File: config.mk
export PLATFORM = sky130hd
export DESIGN_NAME = sprite_blitter
export DESIGN_NICKNAME = d
export VERILOG_FILES = /design/src/rtl/blit_pkg.sv /design/src/rtl/blit_addr_gen.sv /design/src/rtl/sprite_blitter.sv
export SDC_FILE = /design/constraint.sdc
export NUM_CORES = 1
export LEC_CHECK = 0
export ABC_AREA = 1
export CORE_MARGIN = 4
export CORE_UTILIZATION = 60
export CTS_CLUSTER_DIAMETER = 40
export CTS_CLUSTER_SIZE = 20
export DETAILED_ROUTE_END_ITERATION = 6
export PLACE_DENSITY = 0.9
export SETUP_SLACK_MARGIN = 0.2
export SYNTH_ARGS = -nofsm -noshare
export SYNTH_HDL_FRONTEND = slang
export SYNTH_SLANG_ARGS = --single-unit
File: constraint.sdc
create_clock -name Clk -period 16.3 [get_ports Clk]
set_input_delay 3.26 -clock Clk [delete_from_list [all_inputs] [get_ports Clk]]
set_output_delay 3.26 -clock Clk [all_outputs]
set_load 0.05 [all_outputs]
File: src/rtl/blit_pkg.sv
// Shared types and constants for the sprite blitter: FSM state encoding, screen geometry,
// latched-request record and the frame-buffer address helper.
package blit_pkg;

  localparam int unsigned SCREEN_W = 640;
  localparam int unsigned SCREEN_H = 480;
  localparam int unsigned ROM_AW   = 18;
  localparam int unsigned FB_AW    = 19;
  localparam int unsigned IDX_W    = 4;

  localparam logic [IDX_W-1:0] TRANSP_IDX = '0;

  typedef enum logic [1:0] {
    IDLE,
    COPY,
    DRAIN,
    DONE
  } blit_state_t;

  typedef struct packed {
    logic [ROM_AW-1:0] src;
    logic [9:0]        w;
    logic [9:0]        h;
    logic [9:0]        x;
    logic [9:0]        y;
    logic              flip;
  } blit_cfg_t;

  // 11-bit coordinates in, row-major address out; the product is truncated to FB_AW.
  function automatic logic [FB_AW-1:0] fb_addr_f(input logic [10:0] x, input logic [10:0] y);
    return FB_AW'(21'(y) * 21'(SCREEN_W) + 21'(x));
  endfunction

endpackage

File: src/rtl/blit_addr_gen.sv
// Raster col/row counters for the blitter, plus sprite-ROM address, destination address,
// on-screen qualification and last-pixel flag for the current pixel.
module blit_addr_gen
  import blit_pkg::*;
(
  input  logic              clk_i,
  input  logic              rst_i,
  input  logic              clear_i,
  input  logic              step_i,
  input  logic [ROM_AW-1:0] src_base_i,
  input  logic [9:0]        size_x_i,
  input  logic [9:0]        size_y_i,
  input  logic [9:0]        dst_x_i,
  input  logic [9:0]        dst_y_i,
  input  logic              flip_i,
  output logic [ROM_AW-1:0] rom_addr_o,
  output logic [FB_AW-1:0]  fb_addr_o,
  output logic              in_bounds_o,
  output logic              last_o
);

  logic [9:0]        col_q, col_d;
  logic [9:0]        row_q, row_d;
  logic              col_last;
  logic [9:0]        rom_col;
  logic [ROM_AW-1:0] row_off;
  logic [10:0]       x_sum;
  logic [10:0]       y_sum;

  assign col_last = (col_q == size_x_i - 10'd1);

  always_comb begin
    col_d = col_q;
    row_d = row_q;
    if (clear_i) begin
      col_d = '0;
      row_d = '0;
    end else if (step_i) begin
      if (col_last) begin
        col_d = '0;
        row_d = row_q + 10'd1;
      end else begin
        col_d = col_q + 10'd1;
      end
    end
  end

  always_ff @(posedge clk_i) begin
    if (rst_i) begin
      col_q <= '0;
      row_q <= '0;
    end else begin
      col_q <= col_d;
      row_q <= row_d;
    end
  end

  assign last_o = col_last && (row_q == size_y_i - 10'd1);

  // Mirroring only changes which ROM column is fetched; destination order is untouched.
  assign rom_col    = flip_i ? (size_x_i - 10'd1 - col_q) : col_q;
  assign row_off    = ROM_AW'({10'd0, row_q} * {10'd0, size_x_i});
  assign rom_addr_o = src_base_i + row_off + ROM_AW'(rom_col);

  assign x_sum       = {1'b0, dst_x_i} + {1'b0, col_q};
  assign y_sum       = {1'b0, dst_y_i} + {1'b0, row_q};
  assign in_bounds_o = (x_sum < 11'(SCREEN_W)) && (y_sum < 11'(SCREEN_H));
  assign fb_addr_o   = fb_addr_f(x_sum, y_sum);

endmodule

File: src/rtl/sprite_blitter.sv
// Copies a WxH sprite from the synchronous sprite ROM into the index frame buffer, one pixel
// per clock, skipping transparent indices and clipping at the screen edge. MIRROR_EN adds flip_x.
module sprite_blitter
  import blit_pkg::*;
(
  input  logic              Clk,
  input  logic              Reset,
  input  logic              start,
  input  logic [ROM_AW-1:0] src_base,
  input  logic [9:0]        size_x,
  input  logic [9:0]        size_y,
  input  logic [9:0]        dst_x,
  input  logic [9:0]        dst_y,
`ifdef MIRROR_EN
  input  logic              flip_x,
`endif
  output logic              busy,
  output logic              done,
  output logic [ROM_AW-1:0] rom_addr,
  input  logic [IDX_W-1:0]  rom_data,
  output logic              fb_we,
  output logic [FB_AW-1:0]  fb_addr,
  output logic [IDX_W-1:0]  fb_data
);

  blit_state_t state_q, state_d;
  blit_cfg_t   cfg_q, cfg_d;
  logic        accept;
  logic        last_pix;
  logic        cur_in_bounds;
  logic [FB_AW-1:0] cur_fb_addr;

  // Delay stage lining the destination up with ROM data that arrives one cycle later.
  logic             pipe_valid_q, pipe_valid_d;
  logic             pipe_inb_q, pipe_inb_d;
  logic [FB_AW-1:0] pipe_addr_q, pipe_addr_d;

  assign accept = (state_q == IDLE) && start;

  always_comb begin
    cfg_d = cfg_q;
    if (accept) begin
      cfg_d.src = src_base;
      cfg_d.w   = size_x;
      cfg_d.h   = size_y;
      cfg_d.x   = dst_x;
      cfg_d.y   = dst_y;
`ifdef MIRROR_EN
      cfg_d.flip = flip_x;
`else
      cfg_d.flip = 1'b0;
`endif
    end
  end

  always_comb begin
    state_d = state_q;
    unique case (state_q)
      IDLE: begin
        if (start) begin
          state_d = ((size_x == '0) || (size_y == '0)) ? DONE : COPY;
        end
      end
      COPY:    if (last_pix) state_d = DRAIN;
      DRAIN:   state_d = DONE;
      DONE:    state_d = IDLE;
      default: state_d = IDLE;
    endcase
  end

  always_comb begin
    pipe_valid_d = 1'b0;
    pipe_inb_d   = pipe_inb_q;
    pipe_addr_d  = pipe_addr_q;
    if (state_q == COPY) begin
      pipe_valid_d = 1'b1;
      pipe_inb_d   = cur_in_bounds;
      pipe_addr_d  = cur_fb_addr;
    end
  end

  always_ff @(posedge Clk) begin
    if (Reset) begin
      state_q      <= IDLE;
      cfg_q        <= '0;
      pipe_valid_q <= 1'b0;
      pipe_inb_q   <= 1'b0;
      pipe_addr_q  <= '0;
    end else begin
      state_q      <= state_d;
      cfg_q        <= cfg_d;
      pipe_valid_q <= pipe_valid_d;
      pipe_inb_q   <= pipe_inb_d;
      pipe_addr_q  <= pipe_addr_d;
    end
  end

  blit_addr_gen u_addr_gen (
    .clk_i       (Clk),
    .rst_i       (Reset),
    .clear_i     (accept),
    .step_i      (state_q == COPY),
    .src_base_i  (cfg_q.src),
    .size_x_i    (cfg_q.w),
    .size_y_i    (cfg_q.h),
    .dst_x_i     (cfg_q.x),
    .dst_y_i     (cfg_q.y),
    .flip_i      (cfg_q.flip),
    .rom_addr_o  (rom_addr),
    .fb_addr_o   (cur_fb_addr),
    .in_bounds_o (cur_in_bounds),
    .last_o      (last_pix)
  );

  assign busy    = (state_q == COPY) || (state_q == DRAIN);
  assign done    = (state_q == DONE);
  assign fb_we   = pipe_valid_q && pipe_inb_q && (rom_data != TRANSP_IDX);
  assign fb_addr = pipe_addr_q;
  assign fb_data = pipe_valid_q ? rom_data : '0;

endmodule

==> results of run 1 <==
cells by family (layout without fill, tap and decap cells):
kind of cell	Yosys count	in the layout
compound gates	189	189
xor+xnor	70	70
buf+inv	321	400
fa+ha+maj	185	185
flops	101	101
simple gates	549	549
state kept, by name, summed over array words and instances (netlist names):
| signal | cells |
|---|---|
| cfg_q | 58 |
| pipe_valid_q | 1 |
| fb_addr | 19 |
| u_addr_gen.row_q | 10 |
| u_addr_gen.col_q | 10 |
| state_q | 2 |
| pipe_inb_q | 1 |
synth_stat cells (all sizes together) (4+ instances only):
cell type	count
a21oi	69
xnor2	28
nand4	16
nor4	6
o21ai	98
a31oi	4
nor3	11
nor2	178
o21bai	4
nand3	68
or2	5
fa	93
nand2	263
xor2	42
buf	4
ha	92
clkbuf	45
a21o	4
inv	270
dfxtp	101
final cells by class:
class,count,area (µm²),share of cell area [%]
Multi-Input combinational cell,993,6930,59.4
Sequential cell,101,2020,17.3
Timing Repair Buffer,112,1110,9.52
Inverter,272,1020,8.75
Tap cell,220,275,2.36
Clock buffer,10,239,2.05
Clock inverter,6,65.1,0.558
layout by cell type, fill, tap and decap left out, types with 9 or more instances in the layout:
master / Yosys / layout
nand4_1: 16 / 16
xor2_1: 42 / 42
fa_1: 93 / 93
nor3_1: 9 / 9
nor2_1: 173 / 173
o21ai_0: 97 / 97
a21oi_1: 69 / 69
ha_1: 92 / 92
nand3_1: 65 / 65
clkbuf_16: 0 / 9
xnor2_1: 28 / 28
inv_1: 270 / 270
clkdlybuf4s50_1: 0 / 108
nand2_1: 260 / 259
dfxtp_1: 101 / 101
metal layers:
metal	part of all wire, %	vias to the layer above
met5	0	-
met1	40	4270
met4	3.2	0
met2	49	364
met3	7.4	80
li1	-	4521
critical path: cells and delay by family, from the launching register on:
| family | cells | cell delay, ns |
|---|---|---|
| xor+xnor | 1 | 0.14 |
| fa+ha+maj | 6 | 2.96 |
| flops | 1 | 0.77 |
| simple gates | 1 | 0.17 |
| compound gates | 5 | 1.12 |
| buf+inv | 4 | 0.96 |
how the worst max path moves through the flow:
stage               depth (start not counted)                        startpoint            to  slack, ns
global placement                           17  u_addr_gen.row_q[5]$_SDFFE_PP0P_  rom_addr[15]       7.09
finish                                     17  u_addr_gen.row_q[5]$_SDFFE_PP0P_  rom_addr[15]       6.54
detailed placement                         17  u_addr_gen.row_q[5]$_SDFFE_PP0P_  rom_addr[15]       6.91
floorplan                                  18  u_addr_gen.row_q[5]$_SDFFE_PP0P_  rom_addr[15]       7.51
CTS                                        17  u_addr_gen.row_q[5]$_SDFFE_PP0P_  rom_addr[15]       6.52
global route                               17  u_addr_gen.row_q[5]$_SDFFE_PP0P_  rom_addr[15]       6.23
metrics by stage:
| stage | utilization (%) | hold slack (ns) | total power [W] | cells |
|---|---|---|---|---|
| final | 70.3 | 0.493 | 0.00135 | 1714 |
| after global routing | 70.3 | 0.513 | 0.00145 | 1714 |
| after CTS | 70.3 | 0.492 | 0.00135 | 1714 |
| after detailed placement | 68.5 | 0.477 | 0.00112 | 1698 |
| after global placement | 68.5 | 0.456 | 0.00110 | 1698 |
| after floorplan | - | 0.441 | 0.000918 | 1415 |
power by group through the flow:
stage	clock [W]	combinational, W	sequential (W)
after global placement	0	0.000712	0.000386
after global routing	0.000236	0.000817	0.000395
final	0.000225	0.000737	0.000386
after detailed placement	0	0.000734	0.000389
after CTS	0.000227	0.000738	0.000384
after floorplan	0	0.000496	0.000421
==> metrics.cfg, run 1 <==
[clock_tree]
path_clk_slew_ns = 0.07
hold_buffers = 0
root_buffer = clkbuf_16
h-tree-depth = 3
clock_latency_ns = 0.36
cts.repair.resized = 0
cts_setup_buffers = 0
cts_sinks = 101
cts_tree = yes
cts_buffers = 9
clk_path_buf_depth = 2

[sta]
timing.fmax_mhz = 102
relSlewSlack_pct = 49.5
final_hold_viol_count = 0
period_share_pct = 59.9
drv_slew = 0
fin_crit_ns = 9.76
skew_ns = 0.00585
rsz0062_at_grt = false
setup_viol = 0
setup_tns_ns = 0
postLayoutSetupSlackWorst_ns = 6.54
tightestPinTransition_ns = 0.756

[layout]
syn_to_final_growth_pct = 14.7
layout.nets = 1739
diodes = 0
drive_above_1_share_pct = 2.68
fill_cells = 1328
design_area_um2 = 11700

[setup_path]
worstPathCellList = nand2_1, fa_1, fa_1, fa_1, inv_1, fa_1, inv_1, fa_1, inv_1, ha_1, a21oi_1, a21boi_0, o21ai_0, a31oi_1, o21ai_0, xor2_1, clkdlybuf4s50_1
crit_fanout = 17
rr_worst_depth = 22
r2r-start = u_addr_gen.row_q[0]$_SDFFE_PP0P_
required_ns = 13.04
worstSetupPathType = reg2out
cpPeakStageDelay_ns = 0.81
cp_common_cell = fa_1
ff2ff_setup_slack_ns = 12.02
r2r_end = fb_addr[18]$_SDFFE_PP0P_
cpMaxStageDelayCell = clkdlybuf4s50_1
end_kind = primary output
worstSetupStartpointType = register
crit_arrival_ns = 6.50

[floorplanning]
start_util_pct = 61.3
num_rows = 47
core_um2 = 16600
die-area_um2 = 19100
boundaryPins = 109
die_w_um = 138
die-height_um = 138

[route]
route.vias.total = 9235
ant_nets = 0
drt_iter0_drc = 644
vias_per_cell = 5.39
drcViolationCount = 0
routed_wl_um = 25400
dr.pass1.iters = 6
routedWlPerCell_um = 14.8

[yosys]
ys_ff_latch = 101
synth-xor-area-share_pct = 6.03
synth_compound_area_share_pct = 9.88
synth_cell_types = 41
synth_area_leaders = dfxtp_1 (20%), fa_1 (18%), ha_1 (11%)
yosys_most_used_dff = dfxtp_1
synth-edff-count = 0
synth-simple-area-share_pct = 22.6
syn_avg_cell_area_um2 = 7.19
syn_nets = 1665
synth_top_family_by_area = adder cells
async_flop_share_pct = 0
yosys.area_share.adder_pct = 29.6
synthMuxAreaShare_pct = 0
synthesis.area_um2 = 10200
ys_seq_area_share_pct = 19.9
synth_cells = 1415
synth_warnings = 0
yosys.area.top_type = dfxtp_1
netlist.area_leader.share_pct = 19.9

[global_routing]
met2_usage_pct = 47.1
grt_usage_pct = 26.6
grt_pass1_wl_um = 42600
grtUsageMet3_pct = 5.70
grt_pass1_vias = 9257
busiest_layer = met2
grt_antenna_before_repair = 0
grt_max_degree = 46
grt-ovfl-total = 0
grt_util_met1_pct = 32.2

[place]
io_buffers = 108
postPlaceCellArea_um2 = 11400
dp_slack_ns = 6.91
hpwlAfterDp_um = 20000
place.gp.congestion = 0.918

[pwr]
internal_power_w = 0.000681
clockPowerShare_pct = 16.7
p_seq_share_pct = 28.6
p_leak_nw = 6.05
p_per_area_nw_per_um2 = 116
ir_worst_vdd_uv = 133
combPwrFrac_pct = 54.6
p_sw_w = 0.000667
swShare_pct = 49.5

[hold_path]
hp-class = reg2reg
min_from = cfg_q[29]$_SDFFE_PP0P_
hold_end = cfg_q[29]$_SDFFE_PP0P_
whs_path_depth = 2

[run]
drv_cap = 0

[outcome]
outcome = completed

Note: power is estimated with default switching activity, not from simulation.
==> inputs of run 2 (changes only) <==
--- a/config.mk
+++ b/config.mk
@@ -7,11 +7,11 @@
 export LEC_CHECK = 0
 export ABC_AREA = 1
 export CORE_MARGIN = 4
-export CORE_UTILIZATION = 60
+export CORE_UTILIZATION = 59
 export CTS_CLUSTER_DIAMETER = 40
 export CTS_CLUSTER_SIZE = 20
 export DETAILED_ROUTE_END_ITERATION = 6
-export PLACE_DENSITY = 0.9
+export PLACE_DENSITY = 0.89
 export SETUP_SLACK_MARGIN = 0.2
 export SYNTH_ARGS = -nofsm -noshare
 export SYNTH_HDL_FRONTEND = slang
==> constraint.sdc (replaced) <==
create_clock -name Clk -period 9.3 [get_ports Clk]
set_input_delay 1.86 -clock Clk [delete_from_list [all_inputs] [get_ports Clk]]
set_output_delay 1.86 -clock Clk [all_outputs]
set_load 0.05 [all_outputs]
==> metrics.cfg, run 2 (synthesis results as in run 1) <==
[route]
dr.pass1.iters = 6
route.vias.total = 9320
vias_per_cell = 5.44
drt_iter0_drc = 676
drcViolationCount = 0
routed_wl_um = 25900
routedWlPerCell_um = 15.1
ant_nets = 0

[floorplanning]
core_um2 = 16800
die-height_um = 139
boundaryPins = 109
die_w_um = 139
die-area_um2 = 19400
num_rows = 47
start_util_pct = 60.7

[setup_path]
crit_buf_inv = 6
worstSetupStartpointType = register
end_kind = primary output
cpMaxStageDelayCell = clkdlybuf4s50_1
required_ns = 7.44
crit_fanout = 16
worstSetupPathType = reg2out
critPathTopFamily = adder cells
crit_arrival_ns = 6.65
cpPeakStageDelay_ns = 0.81
worstPathCellList = nand2_1, fa_1, inv_1, ha_1, inv_1, fa_1, inv_1, fa_1, inv_1, fa_1, inv_1, ha_1, a21oi_1, a21boi_0, o21ai_0, a31oi_1, o21ai_0, xor2_1, clkdlybuf4s50_1
cp_common_cell = inv_1

[clock_tree]
cts.repair.resized = 0
path_clk_slew_ns = 0.08
clk_path_buf_depth = 2
cts_tree = yes
clock_latency_ns = 0.37
hold_buffers = 0
cts_setup_buffers = 0
cts_sinks = 101
h-tree-depth = 3
root_buffer = clkbuf_16
cts_buffers = 9

[layout]
diodes = 0
fill_cells = 1363
syn_to_final_growth_pct = 14.7
layout.cells.non_filler = 1714
layout.nets = 1739
drive_above_1_share_pct = 2.68
top_register = cfg_q
final_common_cell = inv_1
final_cell_mix = inv_1 (270), nand2_1 (259), nor2_1 (173), clkdlybuf4s50_1 (108), dfxtp_1 (101)
largest_reg_flops = 58

[pwr]
ir_worst_vdd_uv = 229
p_total_w = 0.00237
p_seq_share_pct = 28.6
internal_power_w = 0.00120
p_leak_nw = 6.05
swShare_pct = 49.4
p_per_area_nw_per_um2 = 203
p_sw_w = 0.00117
clockPowerShare_pct = 16.9
combPwrFrac_pct = 54.6

[global_routing]
grt_usage_pct = 26.6
grt-ovfl-total = 0
grt_pass1_wl_um = 43000
grt_max_degree = 77
grt_antenna_before_repair = 0
grt_pass1_vias = 9224

[sta]
rsz0062_at_grt = false
skew_ns = 0.00835
timing.fmax_mhz = 117
fin_crit_ns = 8.51
final_hold_viol_count = 0
postLayoutSetupSlackWorst_ns = 0.787
drv_slew = 0
relSlewSlack_pct = 52.5
period_share_pct = 91.5
setup_tns_ns = 0
tightestPinTransition_ns = 0.711
setup_viol = 0
holdWs_ns = 0.482

[place]
place.gp.congestion = 0.905
hpwlAfterDp_um = 20100
dp_slack_ns = 1.28
dp.cells = 1698
io_buffers = 108

[outcome]
outcome = completed

[hold_path]
hp-class = reg2reg

[run]
drv_cap = 0

## run 2: power by group through the flow
stage	sequential, W	clock (W)	combinational (W)
final	0.000676	0.000399	0.00129
after global routing	0.000690	0.000419	0.00143
after global placement	0.000677	0	0.00124
after floorplan	0.000738	0	0.000870
after detailed placement	0.000680	0	0.00128
after CTS	0.000673	0.000400	0.00129
## run 2: final cells by class
cell class              count  area [µm²]  area share, %
clock buffers              10         239           2.05
multi-input cells         993        6930           59.4
well taps                 220         275           2.36
inverters                 272        1020           8.75
repair buffers            112        1110           9.52
flip-flops and latches    101        2020           17.3
clock inverters             6        63.8          0.547
## run 2: final timing paths
path	startpoint	to	slack [ns]	cells after the start
worst max-delay path	u_addr_gen.row_q[2]$_SDFFE_PP0P_	rom_addr[15]	0.79	19
worst min-delay path	cfg_q[30]$_SDFFE_PP0P_	cfg_q[30]$_SDFFE_PP0P_	0.48	2
worst max register to register	u_addr_gen.row_q[0]$_SDFFE_PP0P_	fb_addr[18]$_SDFFE_PP0P_	5.04	22
worst min register to register	cfg_q[30]$_SDFFE_PP0P_	cfg_q[30]$_SDFFE_PP0P_	0.48	2
## run 2: through the flow
| step | area, µm² | utilization [%] |
|---|---|---|
| 2_1_floorplan | 10200 | - |
| 4_1_cts | 11700 | 69.6 |
| 3_5_place_dp | 11400 | 67.8 |
| 3_3_place_gp | 11400 | 67.8 |
| 5_1_grt | 11700 | 69.6 |
| 6_report | 11700 | 69.6 |
## run 2: layer usage
metal	vias up	GRT usage (%)	part of all wire [%]
met5	-	0	0
met4	0	10.1	3.3
met3	78	6.35	7.4
met2	383	45.8	48
met1	4328	32.4	41
li1	4531	-	-
## run 2: worst reg2reg max path, delay by kind of cell, from the launching register on
family	cells	cell delay [ns]
DFF	1	0.74
buffers and inverters	5	0.37
and+or+nand+nor	10	0.99
adders and majority gates	4	1.41
AOI/OAI and AO/OA	1	0.17
xor gates and xnor gates	2	0.48
==> inputs of run 3 (changes only) <==
--- a/config.mk
+++ b/config.mk
@@ -11,8 +11,9 @@
 export CTS_CLUSTER_DIAMETER = 40
 export CTS_CLUSTER_SIZE = 20
 export DETAILED_ROUTE_END_ITERATION = 6
-export PLACE_DENSITY = 0.89
+export PLACE_DENSITY = 0.88
 export SETUP_SLACK_MARGIN = 0.2
 export SYNTH_ARGS = -nofsm -noshare
 export SYNTH_HDL_FRONTEND = slang
+export SYNTH_HIERARCHICAL = 1
 export SYNTH_SLANG_ARGS = --single-unit
==> metrics.cfg, run 3 <==
[pwr]
clockPowerShare_pct = 11.9
p_per_area_nw_per_um2 = 267
internal_power_w = 0.00151
p_seq_share_pct = 20.7
combPwrFrac_pct = 67.4
p_leak_nw = 6.35
ir_worst_vdd_uv = 516
p_sw_w = 0.00176
swShare_pct = 53.8

[global_routing]
grt_max_degree = 55
grt_pass1_wl_um = 44700
grt_antenna_before_repair = 0
grt_pass1_vias = 9544
grt_usage_pct = 26.9
grt-ovfl-total = 0

[route]
routedWlPerCell_um = 14.7
dr.pass1.iters = 6
ant_nets = 0
drt_iter0_drc = 762
drcViolationCount = 0
routed_wl_um = 26900
vias_per_cell = 5.38
route.vias.total = 9846

[yosys]
synth_area_leaders = dfxtp_1 (19%), fa_1 (17%), ha_1 (12%)
synthesis.area_um2 = 10800
async_flop_share_pct = 0
synth_compound_area_share_pct = 9.90
ys_seq_area_share_pct = 18.8
synth-edff-count = 0
synth-simple-area-share_pct = 24.3
yosys.area.top_type = dfxtp_1
syn_avg_cell_area_um2 = 7.12
ys_top_cells_by_count = inv_1 (281), nand2_1 (279), nor2_1 (205)
synth_cell_types = 47
netlist.area_leader.share_pct = 18.8
synth_warnings = 6
synth.most_common_cell = inv_1
synthMuxAreaShare_pct = 0
synth_top_family_by_area = adder cells
synth_cells = 1512
synth-xor-area-share_pct = 5.62
yosys.area_share.adder_pct = 29.1
yosys_most_used_dff = dfxtp_1
ys_ff_latch = 101

[place]
hpwlAfterDp_um = 21100
io_buffers = 108
place.gp.congestion = 0.949

[setup_path]
worstSetupStartpointType = register
ff2ff_setup_slack_ns = 5.16
end_kind = primary output
crit_fanout = 15
cpPeakStageDelay_ns = 0.79
cpMaxStageDelayCell = clkdlybuf4s50_1
worstSetupPathType = reg2out
crit_arrival_ns = 6.36
worstPathCellList = nand2_1, fa_1, inv_1, fa_1, inv_1, fa_1, inv_1, fa_1, inv_1, fa_1, inv_1, ha_1, a21oi_1, o21ai_0, a21oi_1, o21ai_0, nand2_1, nand3_1, nand2_1, clkdlybuf4s50_1
required_ns = 7.44

[clock_tree]
hold_buffers = 0
h-tree-depth = 3
clock_latency_ns = 0.36
root_buffer = clkbuf_16
clk_path_buf_depth = 2
path_clk_slew_ns = 0.08
cts.repair.resized = 0
cts_sinks = 101
cts_setup_buffers = 0
cts_tree = yes
cts_buffers = 9

[layout]
syn_to_final_growth_pct = 13.7
layout.nets = 1854
diodes = 0
fill_cells = 1518
regArea_um2 = 2020
largest_reg_flops = 58
top_register = cfg_q
multiInputGateArea_um2 = 7440
final_cell_mix = inv_1 (281), nand2_1 (279), nor2_1 (205), clkdlybuf4s50_1 (108), dfxtp_1 (101)
drive_above_1_share_pct = 3.50
final_common_cell = inv_1

[hold_path]
hp-class = reg2reg

[sta]
setup_tns_ns = 0
drv_slew = 0
period_share_pct = 88.3
relSlewSlack_pct = 31.4
timing.fmax_mhz = 122
final_hold_viol_count = 0
holdWs_ns = 0.495
rsz0062_at_grt = false
fin_crit_ns = 8.22
setup_viol = 0
tightestPinTransition_ns = 1.03
skew_ns = 0.0122

[floorplanning]
num_rows = 49
core_um2 = 18000
start_util_pct = 59.9
die-height_um = 143
boundaryPins = 109
die_w_um = 143
die-area_um2 = 20500

[run]
drv_cap = 0

[outcome]
outcome = completed

==> run 3: cell count changes in the layout (fill, tap and decap cells not counted), sizes merged, moves of 6 or more <==
cell and delta:
inv +21, ha +8, nand2 +21, nor2 +30
conb +7, a21oi -7, o21ai +17, nor3 +6
==> run 3: layout make-up <==
| class | instances | area share, % |
|---|---|---|
| tap | 229 | 2.34 |
| timing repair buffer | 111 | 9.02 |
| multi-input combinational | 1084 | 60.8 |
| sequential | 101 | 16.5 |
| clock inverter | 7 | 0.583 |
| clock buffer | 9 | 1.84 |
| inverter | 288 | 8.88 |
==> run 3: per-stage QoR <==
stage / utilization (%) / worst slack [ns] / total power, W / cell area, µm² / cells
after global routing: 68.1 / 0.806 / 0.00357 / 12200 / 1829
after floorplan: - / 2.17 / 0.00233 / 10800 / 1518
after global placement: 66.5 / 1.71 / 0.00283 / 11900 / 1813
after detailed placement: 66.5 / 1.59 / 0.00288 / 11900 / 1813
final: 68.1 / 1.08 / 0.00327 / 12200 / 1829
after CTS: 68.1 / 1.18 / 0.00328 / 12200 / 1829
==> run 3: logic make-up (layout without fill, tap and decap cells) <==
| family | after synthesis | in the layout |
|---|---|---|
| and+or+nand+nor | 618 | 618 |
| buffers and inverters | 333 | 415 |
| DFF | 101 | 101 |
| adders and majority gates | 194 | 194 |
| xor gates and xnor gates | 69 | 69 |
| AOI/OAI and AO/OA | 196 | 196 |
| other | 1 | 7 |
==> run 3: power by group through the flow <==
stage	Clock (W)	Sequential, W	Combinational, W
final	0.000390	0.000677	0.00221
after global routing	0.000415	0.000695	0.00246
after CTS	0.000396	0.000674	0.00221
after detailed placement	0	0.000683	0.00220
after global placement	0	0.000679	0.00215
after floorplan	0	0.000740	0.00159
==> run 3: worst max-delay path: cells and delay by family, from the launching register on <==
kind / cells / cell delay, ns
flops: 1 / 0.74
fa+ha+maj: 6 / 2.86
simple gates: 4 / 0.42
compound gates: 4 / 0.90
buf+inv: 6 / 1.03
==> run 3: final timing paths <==
kind / startpoint / endpoint / cells past startpoint
max: u_addr_gen/row_q[7]$_SDFFE_PP0P_ / rom_addr[13] / 20
min: cfg_q[41]$_SDFFE_PP0P_ / cfg_q[41]$_SDFFE_PP0P_ / 2
max reg2reg: u_addr_gen/row_q[2]$_SDFFE_PP0P_ / fb_addr[18]$_SDFFE_PP0N_ / 20
min reg2reg: cfg_q[41]$_SDFFE_PP0P_ / cfg_q[41]$_SDFFE_PP0P_ / 2
==> run 3: routing by layer <==
metal	global-route usage (%)	up-vias	wire (µm)
met1	35.1	4588	11900
met5	0	-	0
li1	-	4863	-
met2	45.0	324	12600
met4	9.50	0	830
met3	4.96	71	1580
